$ cat src/rtl/dmem_pkg.sv
`default_nettype none
// ============================================================================
//  Module      : dmem_pkg
//  Description : Shared types and constants for the data-memory arbiter.
//  Revision    : 1.0 - initial release
// ============================================================================
package dmem_pkg;

    // Access sequencer states
    typedef enum logic [1:0] {
        IDLE   = 2'd0,
        ACCESS = 2'd1,
        RESP   = 2'd2
    } state_t;

    // Data memory geometry
    localparam int MEM_BYTES   = 64;
    localparam int DWORD_BYTES = 8;

endpackage
`default_nettype wire

$ cat src/rtl/rr_arb2.sv
`default_nettype none
// ============================================================================
//  Module      : rr_arb2
//  Description : Combinational 2-way round-robin picker. The pointer
//                (last_served) is owned by the parent.
//  Revision    : 1.0 - initial release
// ============================================================================
module rr_arb2 (
    input  logic [1:0] req,
    input  logic       last_served,
    output logic [1:0] grant
);

    // A lone requester always wins; on a tie the port not served last wins.
    always_comb begin
        grant = 2'b00;
        if (req == 2'b11) begin
            grant = last_served ? 2'b01 : 2'b10;
        end else begin
            grant = req;
        end
    end

endmodule
`default_nettype wire

$ cat src/rtl/dmem_arbiter.sv
`default_nettype none
// ============================================================================
//  Module      : dmem_arbiter
//  Description : Two-requester arbiter and one-cycle access sequencer in
//                front of the doubleword-wide data memory, with address
//                range checking and a registered read-data return.
//  Revision    : 1.0 - initial release
// ============================================================================
module dmem_arbiter
    import dmem_pkg::*;
#(
    parameter int ADDR_W = 64,
    parameter int DATA_W = 64
) (
    input  logic              clk,
    input  logic              reset,
    input  logic              req0,
    input  logic              req1,
    input  logic              we0,
    input  logic              we1,
    input  logic [ADDR_W-1:0] addr0,
    input  logic [ADDR_W-1:0] addr1,
    input  logic [DATA_W-1:0] wdata0,
    input  logic [DATA_W-1:0] wdata1,
    output logic              gnt0,
    output logic              gnt1,
    output logic              done0,
    output logic              done1,
    output logic              err0,
    output logic              err1,
    output logic [DATA_W-1:0] rdata,
    output logic [ADDR_W-1:0] mem_addr,
    output logic [DATA_W-1:0] mem_wdata,
    output logic              mem_write,
    output logic              mem_read,
    input  logic [DATA_W-1:0] mem_rdata
);

    // Highest legal doubleword start address, compared at full width so
    // that addresses near the top of the space cannot wrap into range.
    localparam logic [ADDR_W-1:0] C_MAX_ADDR = ADDR_W'(MEM_BYTES - DWORD_BYTES);

    state_t              r_state;
    state_t              w_state_next;
    logic                r_last_served;
    logic                r_port;
    logic                r_we;
    logic                r_legal;
    logic [1:0]          r_gnt;
    logic [1:0]          r_done;
    logic [1:0]          r_err;
    logic [DATA_W-1:0]   r_rdata;
    logic [ADDR_W-1:0]   r_mem_addr;
    logic [DATA_W-1:0]   r_mem_wdata;

    logic [1:0]          w_req;
    logic [1:0]          w_grant;
    logic                w_win_port;
    logic                w_win_we;
    logic [ADDR_W-1:0]   w_win_addr;
    logic [DATA_W-1:0]   w_win_wdata;
    logic                w_win_legal;
    logic [1:0]          w_port_oh;

    assign w_req = {req1, req0};

    rr_arb2 u_rr_arb2 (
        .req         (w_req),
        .last_served (r_last_served),
        .grant       (w_grant)
    );

    // Winner mux and range check, evaluated in IDLE
    assign w_win_port  = w_grant[1];
    assign w_win_we    = w_win_port ? we1    : we0;
    assign w_win_addr  = w_win_port ? addr1  : addr0;
    assign w_win_wdata = w_win_port ? wdata1 : wdata0;
    assign w_win_legal = (w_win_addr <= C_MAX_ADDR);
    assign w_port_oh   = r_port ? 2'b10 : 2'b01;

    // State register
    always_ff @(posedge clk) begin
        if (reset) begin
            r_state <= IDLE;
        end else begin
            r_state <= w_state_next;
        end
    end

    // Next-state logic: one grant, one memory cycle, one response cycle
    always_comb begin
        w_state_next = r_state;
        case (r_state)
            IDLE:    if (|w_req) w_state_next = ACCESS;
            ACCESS:  w_state_next = RESP;
            RESP:    w_state_next = IDLE;
            default: w_state_next = IDLE;
        endcase
    end

    // Request latch, round-robin pointer, response pulses and read data.
    // mem_addr/mem_wdata are only reloaded for legal accesses so the memory
    // port holds its last value otherwise.
    always_ff @(posedge clk) begin
        if (reset) begin
            r_last_served <= 1'b1;
            r_port        <= 1'b0;
            r_we          <= 1'b0;
            r_legal       <= 1'b0;
            r_gnt         <= 2'b00;
            r_done        <= 2'b00;
            r_err         <= 2'b00;
            r_rdata       <= '0;
            r_mem_addr    <= '0;
            r_mem_wdata   <= '0;
        end else begin
            r_gnt  <= 2'b00;
            r_done <= 2'b00;
            r_err  <= 2'b00;
            case (r_state)
                IDLE: begin
                    if (|w_req) begin
                        r_gnt         <= w_grant;
                        r_last_served <= w_win_port;
                        r_port        <= w_win_port;
                        r_we          <= w_win_we;
                        r_legal       <= w_win_legal;
                        if (w_win_legal) begin
                            r_mem_addr  <= w_win_addr;
                            r_mem_wdata <= w_win_wdata;
                        end
                    end
                end
                ACCESS: begin
                    if (r_legal && !r_we) begin
                        r_rdata <= mem_rdata;
                    end
                    r_done <= w_port_oh;
                    r_err  <= r_legal ? 2'b00 : w_port_oh;
                end
                default: ;
            endcase
        end
    end

    // Memory strobes: only in ACCESS for legal accesses, and killed by reset
    // within the same cycle.
    assign mem_write = (r_state == ACCESS) && r_legal &&  r_we && !reset;
    assign mem_read  = (r_state == ACCESS) && r_legal && !r_we && !reset;

    assign mem_addr  = r_mem_addr;
    assign mem_wdata = r_mem_wdata;
    assign rdata     = r_rdata;
    assign gnt0      = r_gnt[0];
    assign gnt1      = r_gnt[1];
    assign done0     = r_done[0];
    assign done1     = r_done[1];
    assign err0      = r_err[0];
    assign err1      = r_err[1];

endmodule
`default_nettype wire

$ cat config.mk
export PLATFORM = sky130hd
export DESIGN_NAME = dmem_arbiter
export DESIGN_NICKNAME = d
export VERILOG_FILES = /design/src/rtl/dmem_pkg.sv /design/src/rtl/rr_arb2.sv /design/src/rtl/dmem_arbiter.sv
export SDC_FILE = /design/constraint.sdc
export NUM_CORES = 1
export LEC_CHECK = 0
export BUFFER_PORTS_ARGS = -buffer_cell sky130_fd_sc_hd__buf_2
export CAP_MARGIN = 30
export CORE_AREA = 8 8 197 199
export CTS_CLUSTER_SIZE = 12
export DETAILED_ROUTE_END_ITERATION = 12
export DIE_AREA = 0 0 205 207
export REMOVE_ABC_BUFFERS = 1
export SLEW_MARGIN = 20
export SYNTH_ARGS = -nofsm -noshare
export SYNTH_HDL_FRONTEND = slang
export SYNTH_SLANG_ARGS = --single-unit
$ cat constraint.sdc
create_clock -name clk -period 7.7 [get_ports clk]
set_clock_uncertainty 0.05 [all_clocks]
set_input_delay 2.31 -clock clk [delete_from_list [all_inputs] [get_ports clk]]
set_output_delay 2.31 -clock clk [all_outputs]
set_load 0.03 [all_outputs]
==> results.json, run 1 <==
{
  "crit_path_end": "mem_write",
  "wire_per_inst_um": 16.57,
  "cts_root_buffer": "sky130_fd_sc_hd__clkbuf_16",
  "cp_max_fo": 4,
  "htree_num_levels": 1,
  "total_chip_power_mw": 2.429,
  "drt_pass1_iterations": 5,
  "postSynth.asyncResetShare": 0,
  "path_clk_slew_ps": 60,
  "rr_worst_depth": 8,
  "regToRegStartpoint": "r_last_served$_SDFFE_PP1P_",
  "timing.final.crit_period_ps": 5755,
  "grt_pass1_vias": 9245,
  "clock_insertion_delay_at_the_later_pin_of_the_skew_report_ps": 530,
  "crit_type": "input port to output pin",
  "powerDensity_nw_per_um2": 194.6,
  "instance_count_of_the_mapped_netlist": 1043,
  "max_slew.worst_pin.slew_ps": 876.5,
  "yosys.area.top_type_share": 0.4727,
  "final-setup-viol-count": 0,
  "dr.first_iter.drc_count": 509,
  "clock_group_share_of_total_power": 0.484,
  "synthesis.area_um2": 8640,
  "unique_masters_post_synth": 31,
  "die_area_um2": 42440,
  "max_slew_margin": 0.4157,
  "cap_violations": 0,
  "dieHeight_um": 207,
  "critPathRequiredTime_ps": 5340,
  "drt-vias-per-instance": 4.430,
  "fraction_of_final_layout_cells_sized_beyond_drive_strength_1": 0.4288,
  "yosys_synthesis_warning_count": 0,
  "dr_total_vias": 8895,
  "rsz0062_at_grt": "no",
  "net-switching-power_uw": 571.6,
  "cellLeakagePower_nw": 5.447,
  "synth_to_final_area_change_pct": 44.48,
  "fillerInstances": 3855,
  "reg2reg_slack_ps": 4020,
  "commonest_cells_in_the_synthesized_netlist": "215 x sky130_fd_sc_hd__nor2_1, 204 x sky130_fd_sc_hd__dfxtp_1, 134 x sky130_fd_sc_hd__nand2_1, 71 x sky130_fd_sc_hd__inv_1",
  "ant_nets": 0,
  "fmax_mhz": 173.8,
  "met3_wirelength_um": 2586,
  "synth_area_per_cell_um2": 8.283,
  "wire_length_reported_by_the_detailed_router_um": 33280,
  "intPower_mw": 1.858,
  "crit_path_start_kind": "input port",
  "placeableCoreArea_um2": 35910,
  "clkSinkCount": 204,
  "synth_ff_type": "sky130_fd_sc_hd__dfxtp_1",
  "status": "finished, final reports clean",
  "initial_core_util": 0.2406,
  "gp_routability_congestion": 0.8892,
  "drcViolationCount": 0,
  "count_of_flip_flops_with_a_built_in_enable_after_synthesis": 0,
  "rr_endpoint": "mem_addr[3]$_SDFFE_PP0P_",
  "timing.final.hold_violations": 0,
  "fin_crit_sh": 0.7474,
  "timing.final.ws_setup_ps": 1945,
  "grt_start_max_net_pins": 75,
  "dp_hpwl_um": 25430,
  "critical_path.cell_chain": "buf_6 > or3b_2 > inv_1 > and3_1 > buf_2",
  "netSwitchingFraction": 0.2353,
  "dr_wl_met2_um": 16830,
  "hold_ws_ps": 400.4,
  "fin_nets": 1846,
  "worst_path_largest_cell_delay_ps": 490,
  "grt_use_total": 0.1477,
  "post_cts_hold_buffer_count": 0,
  "row_count": 70,
  "worst-endpoint-arrival_ps": 3390,
  "die_width_um": 205,
  "share_seq_of_total_power": 0.438,
  "pwr-share-comb": 0.078,
  "yosys-top-cells-area": "sky130_fd_sc_hd__dfxtp_1 47%, sky130_fd_sc_hd__a211oi_2 10%, sky130_fd_sc_hd__nor2_1 9.3%",
  "path_type_of_the_worst_min_delay_path": "flip-flop to flip-flop",
  "globalRouteOverflowTotal": 0,
  "crit_path_end_kind": "output pin",
  "yosys_register_bits": 204,
  "critical_path_start": "reset",
  "first_pass_grt_wire_length_um": 51180,
  "boundaryPins": 526,
  "irDropWorstVdd_mv": 0.1326,
  "share_of_the_yosys_chip_area_belonging_to_registers": 0.4727,
  "io_buffers": 525,
  "critPathSlowestCell": "sky130_fd_sc_hd__or3b_2",
  "cts_tree": "yes",
  "grt_antenna_before_repair": 1,
  "numCtsBuffers": 25,
  "cts.repair.resized": 0,
  "wl_met1_um": 13030,
  "synth_most_common_cell": "sky130_fd_sc_hd__nor2_1",
  "detailedPlace.worstSlack_ps": 1892,
  "top_layer_used": "met4",
  "clockBufferDepth": 3,
  "report.final.slew_viol_count": 0,
  "post-synth-top-area-cell": "sky130_fd_sc_hd__dfxtp_1",
  "postCtsSetupBuffers": 0
}
## cell type report
cell class / count / area, um^2 / area share
Inverter: 71 / 266.5 / 0.02135
Clock buffer: 38 / 754.5 / 0.06044
Antenna cell: 1 / 2.502 / 0.0002005
Clock inverter: 8 / 88.84 / 0.007117
Multi-Input combinational cell: 678 / 3954 / 0.3168
Tap cell: 468 / 585.6 / 0.04691
Sequential cell: 204 / 4084 / 0.3272
Timing Repair Buffer: 540 / 2746 / 0.2200
## sequential cells by signal (all words and copies together), names as in the netlist, 2 cells and up
signal / flops
r_gnt: 2
r_done: 2
rdata: 64
mem_addr: 64
r_state: 2
mem_wdata: 64
r_err: 2
## metal layers
metal  global-route usage  up-vias
met1               0.1700     4048
met3              0.03667       47
met5                    0        -
met4              0.04216        0
met2               0.2650      338
li1                     -     4462
## critical path: cells and delay by family
| family | cells | cell delay, ps |
|---|---|---|
| buffers and inverters | 3 | 430 |
| AND/OR/NAND/NOR | 2 | 660 |
## kinds of logic (layout without fill, tap and decap cells)
kind of cell,after synthesis,count (layout),share of synthesized area
simple gates,463,463,0.2434
compound gates,215,215,0.2067
flops,204,204,0.4727
buf+inv,161,657,0.07719
other cells,0,1,0
## metrics by stage
stage / std cells / utilization / area, um^2 / TNS (ps)
2_1_floorplan: 953 / - / 8239 / -175020
3_3_place_gp: 1961 / 0.3240 / 11640 / 0
3_5_place_dp: 1961 / 0.3240 / 11640 / 0
4_1_cts: 2007 / 0.3475 / 12480 / 0
5_1_grt: 2008 / 0.3476 / 12480 / 0
6_report: 2008 / 0.3476 / 12480 / 0
## layout by cell type (no fill, tap or decap), types with 2 or more instances in the layout
master | synthesis | layout
sky130_fd_sc_hd__inv_1 | 71 | 71
sky130_fd_sc_hd__nand3_1 | 2 | 2
sky130_fd_sc_hd__and3_1 | 2 | 2
sky130_fd_sc_hd__clkbuf_16 | 0 | 25
sky130_fd_sc_hd__or4_2 | 0 | 2
sky130_fd_sc_hd__nor3_1 | 6 | 6
sky130_fd_sc_hd__nand2_1 | 134 | 134
sky130_fd_sc_hd__clkbuf_1 | 70 | 5
sky130_fd_sc_hd__clkbuf_8 | 0 | 8
sky130_fd_sc_hd__a211oi_1 | 69 | 69
sky130_fd_sc_hd__nor3b_1 | 59 | 59
sky130_fd_sc_hd__clkinv_2 | 0 | 3
sky130_fd_sc_hd__a21oi_1 | 70 | 69
sky130_fd_sc_hd__buf_2 | 8 | 524
sky130_fd_sc_hd__nor2_1 | 215 | 215
sky130_fd_sc_hd__nand4_1 | 8 | 8
sky130_fd_sc_hd__a211oi_2 | 69 | 69
sky130_fd_sc_hd__clkinvlp_4 | 0 | 2
sky130_fd_sc_hd__buf_4 | 0 | 15
sky130_fd_sc_hd__nor4_1 | 28 | 28
sky130_fd_sc_hd__dfxtp_1 | 204 | 204
## power by group through the flow
stage / logic [mW] / registers, mW / clock network, mW
after floorplan: 0.0601 / 1.09 / 0
after global placement: 0.189 / 1.09 / 0
after detailed placement: 0.191 / 1.09 / 0
after CTS: 0.192 / 1.06 / 1.22
after global routing: 0.211 / 1.06 / 1.26
final: 0.190 / 1.06 / 1.18
## how the worst min path moves through the flow
stage | startpoint | endpoint | slack (ps) | cells after the start
floorplan | r_port$_SDFFE_PP0P_ | r_done[0]$_SDFF_PP0_ | 380 | 1
global placement | rdata[39]$_SDFFE_PP0P_ | rdata[39]$_SDFFE_PP0P_ | 390 | 2
global route | rdata[35]$_SDFFE_PP0P_ | rdata[35]$_SDFFE_PP0P_ | 420 | 2
CTS | rdata[1]$_SDFFE_PP0P_ | rdata[1]$_SDFFE_PP0P_ | 400 | 2
detailed placement | rdata[1]$_SDFFE_PP0P_ | rdata[1]$_SDFFE_PP0P_ | 390 | 2
finish | rdata[20]$_SDFFE_PP0P_ | rdata[20]$_SDFFE_PP0P_ | 400 | 2
No activity file was read; power rests on OpenSTA's default activity.
==> run 2, diff against run 1 <==
--- a/config.mk
+++ b/config.mk
@@ -7,10 +7,10 @@
 export LEC_CHECK = 0
 export BUFFER_PORTS_ARGS = -buffer_cell sky130_fd_sc_hd__buf_2
 export CAP_MARGIN = 30
-export CORE_AREA = 8 8 197 199
+export CORE_AREA = 8 8 198 200
 export CTS_CLUSTER_SIZE = 12
 export DETAILED_ROUTE_END_ITERATION = 12
-export DIE_AREA = 0 0 205 207
+export DIE_AREA = 0 0 206 208
 export REMOVE_ABC_BUFFERS = 1
 export SLEW_MARGIN = 20
 export SYNTH_ARGS = -nofsm -noshare
==> constraint.sdc (replaced) <==
create_clock -name clk -period 5.1 [get_ports clk]
set_clock_uncertainty 0.05 [all_clocks]
set_input_delay 1.53 -clock clk [delete_from_list [all_inputs] [get_ports clk]]
set_output_delay 1.53 -clock clk [all_outputs]
set_load 0.03 [all_outputs]
==> results.json, run 2 (synthesized netlist as in run 1, its figures left out) <==
{
  "status": "finished, final reports clean",
  "cts_root_buffer": "sky130_fd_sc_hd__clkbuf_16",
  "report.final.slew_viol_count": 0,
  "worst_path_largest_cell_delay_ps": 490,
  "die_area_um2": 42850,
  "cp.buffers_inverters": 3,
  "critical_path.cell_chain": "buf_6 > or3b_2 > inv_1 > and3_1 > buf_2",
  "die_width_um": 206,
  "placeableCoreArea_um2": 36080,
  "initial_core_util": 0.2394,
  "cp_top_family": "simple AND/OR/NAND/NOR gates",
  "detailedPlace.worstSlack_ps": 858.5,
  "dp_hpwl_um": 24920,
  "dr_total_vias": 8990,
  "wire_per_inst_um": 16.43,
  "timing.final.crit_period_ps": 4233,
  "fraction_of_final_layout_cells_sized_beyond_drive_strength_1": 0.4246,
  "critPathSlowestCell": "sky130_fd_sc_hd__or3b_2",
  "drcViolationCount": 0,
  "gp_routability_congestion": 0.8757,
  "crit_path_start_kind": "input port",
  "first_pass_grt_wire_length_um": 50110,
  "ant_nets": 0,
  "grt_use_total": 0.1432,
  "post_cts_hold_buffer_count": 0,
  "critPathRequiredTime_ps": 3520,
  "fillerInstances": 3854,
  "fmax_mhz": 236.2,
  "dr.first_iter.drc_count": 384,
  "worst-endpoint-arrival_ps": 2650,
  "irDropWorstVdd_mv": 0.2161,
  "clockBufferDepth": 3,
  "multi_input_area_um2": 3954,
  "io_buffers": 525,
  "path_clk_slew_ps": 50,
  "row_count": 70,
  "clock_insertion_delay_at_the_later_pin_of_the_skew_report_ps": 500,
  "sequential_cell_area_um2": 4084,
  "globalRouteOverflowTotal": 0,
  "post-route-util": 0.3434,
  "clkSinkCount": 204,
  "fin_crit_sh": 0.8300,
  "cellLeakagePower_nw": 5.404,
  "hold_ws_ps": 402.2,
  "final-setup-viol-count": 0,
  "drt-vias-per-instance": 4.495,
  "timing.final.hold_violations": 0,
  "cap_violations": 0,
  "powerDensity_nw_per_um2": 282.2,
  "max_slew.worst_pin.slew_ps": 922.0,
  "post_layout_nonfiller_instances": 2000,
  "htree_num_levels": 1,
  "placed_cells": 1960,
  "cp_max_fo": 4,
  "boundaryPins": 526,
  "cts.repair.resized": 0,
  "numCtsBuffers": 23,
  "rsz0062_at_grt": "no",
  "grt_start_max_net_pins": 94,
  "wire_length_reported_by_the_detailed_router_um": 32870,
  "fin_nets": 1844,
  "final_common_cell": "sky130_fd_sc_hd__buf_2",
  "synth_to_final_area_change_pct": 43.42,
  "grt_pass1_vias": 9089,
  "cts_tree": "yes",
  "postCtsSetupBuffers": 0,
  "path_type_of_the_worst_min_delay_path": "flip-flop to flip-flop",
  "max_slew_margin": 0.3853,
  "timing.final.ws_setup_ps": 866.9,
  "drt_pass1_iterations": 7,
  "crit_type": "input port to output pin",
  "dieHeight_um": 208,
  "timing.setup.tns_ps": 0,
  "grt_antenna_before_repair": 1,
  "crit_path_end_kind": "output pin",
  "final_cell_mix": "524 x sky130_fd_sc_hd__buf_2, 215 x sky130_fd_sc_hd__nor2_1, 204 x sky130_fd_sc_hd__dfxtp_1, 134 x sky130_fd_sc_hd__nand2_1, 71 x sky130_fd_sc_hd__inv_1"
}
-- run 2: cell types whose count changed in the layout (fill, tap and decap cells not counted), moves of 2 or more --
cell                         delta
sky130_fd_sc_hd__clkbuf_16      -2
sky130_fd_sc_hd__buf_4          -2
sky130_fd_sc_hd__clkbuf_8       -2
sky130_fd_sc_hd__clkinv_2       -2
sky130_fd_sc_hd__clkbuf_1       +2
sky130_fd_sc_hd__clkinvlp_4     -2
-- run 2: where the power goes --
group | internal [mW] | switching, mW | leakage, nW
clock | 0.960 | 0.644 | 0.353
sequential | 1.60 | 0.00568 | 1.64
combinational | 0.133 | 0.154 | 3.41
total | 2.69 | 0.804 | 5.40
-- run 2: stage by stage --
step / cell area [um^2] / power, mW
final: 12390 / 3.496
after global routing: 12390 / 3.649
after CTS: 12360 / 3.556
after detailed placement: 11640 / 1.928
after global placement: 11640 / 1.926
after floorplan: 8239 / 1.732
-- run 2: area by class of cell --
cell class / count / area share
Sequential cell: 204 / 0.3296
Timing Repair Buffer: 540 / 0.2243
Clock inverter: 2 / 0.002827
Inverter: 71 / 0.02151
Tap cell: 468 / 0.04726
Antenna cell: 1 / 0.0002020
Clock buffer: 36 / 0.05524
Multi-Input combinational cell: 678 / 0.3191
-- run 2: path summary, 6_finish.rpt --
path	startpoint	endpoint	slack, ps	cells after the start
setup / recovery	reset	mem_write	870	5
hold / removal	rdata[59]$_SDFFE_PP0P_	rdata[59]$_SDFFE_PP0P_	400	2
setup reg to reg	r_last_served$_SDFFE_PP1P_	mem_wdata[43]$_SDFFE_PP0P_	2280	6
hold reg to reg	rdata[59]$_SDFFE_PP0P_	rdata[59]$_SDFFE_PP0P_	400	2
-- run 2: metal layers --
metal / GRT usage / part of all wire
met1: 0.1599 / 0.39
met2: 0.2616 / 0.51
met3: 0.03232 / 0.071
met4: 0.04871 / 0.032
met5: 0 / 0
-- run 2: worst reg2reg max path, cell delays in order, from the launching register on --
cell and delay [ps]:
sky130_fd_sc_hd__dfxtp_1 420, sky130_fd_sc_hd__a21boi_4 80, sky130_fd_sc_hd__or4_1 470, sky130_fd_sc_hd__or4_2 710
sky130_fd_sc_hd__a21o_4 400, sky130_fd_sc_hd__buf_12 310, sky130_fd_sc_hd__a211oi_2 320
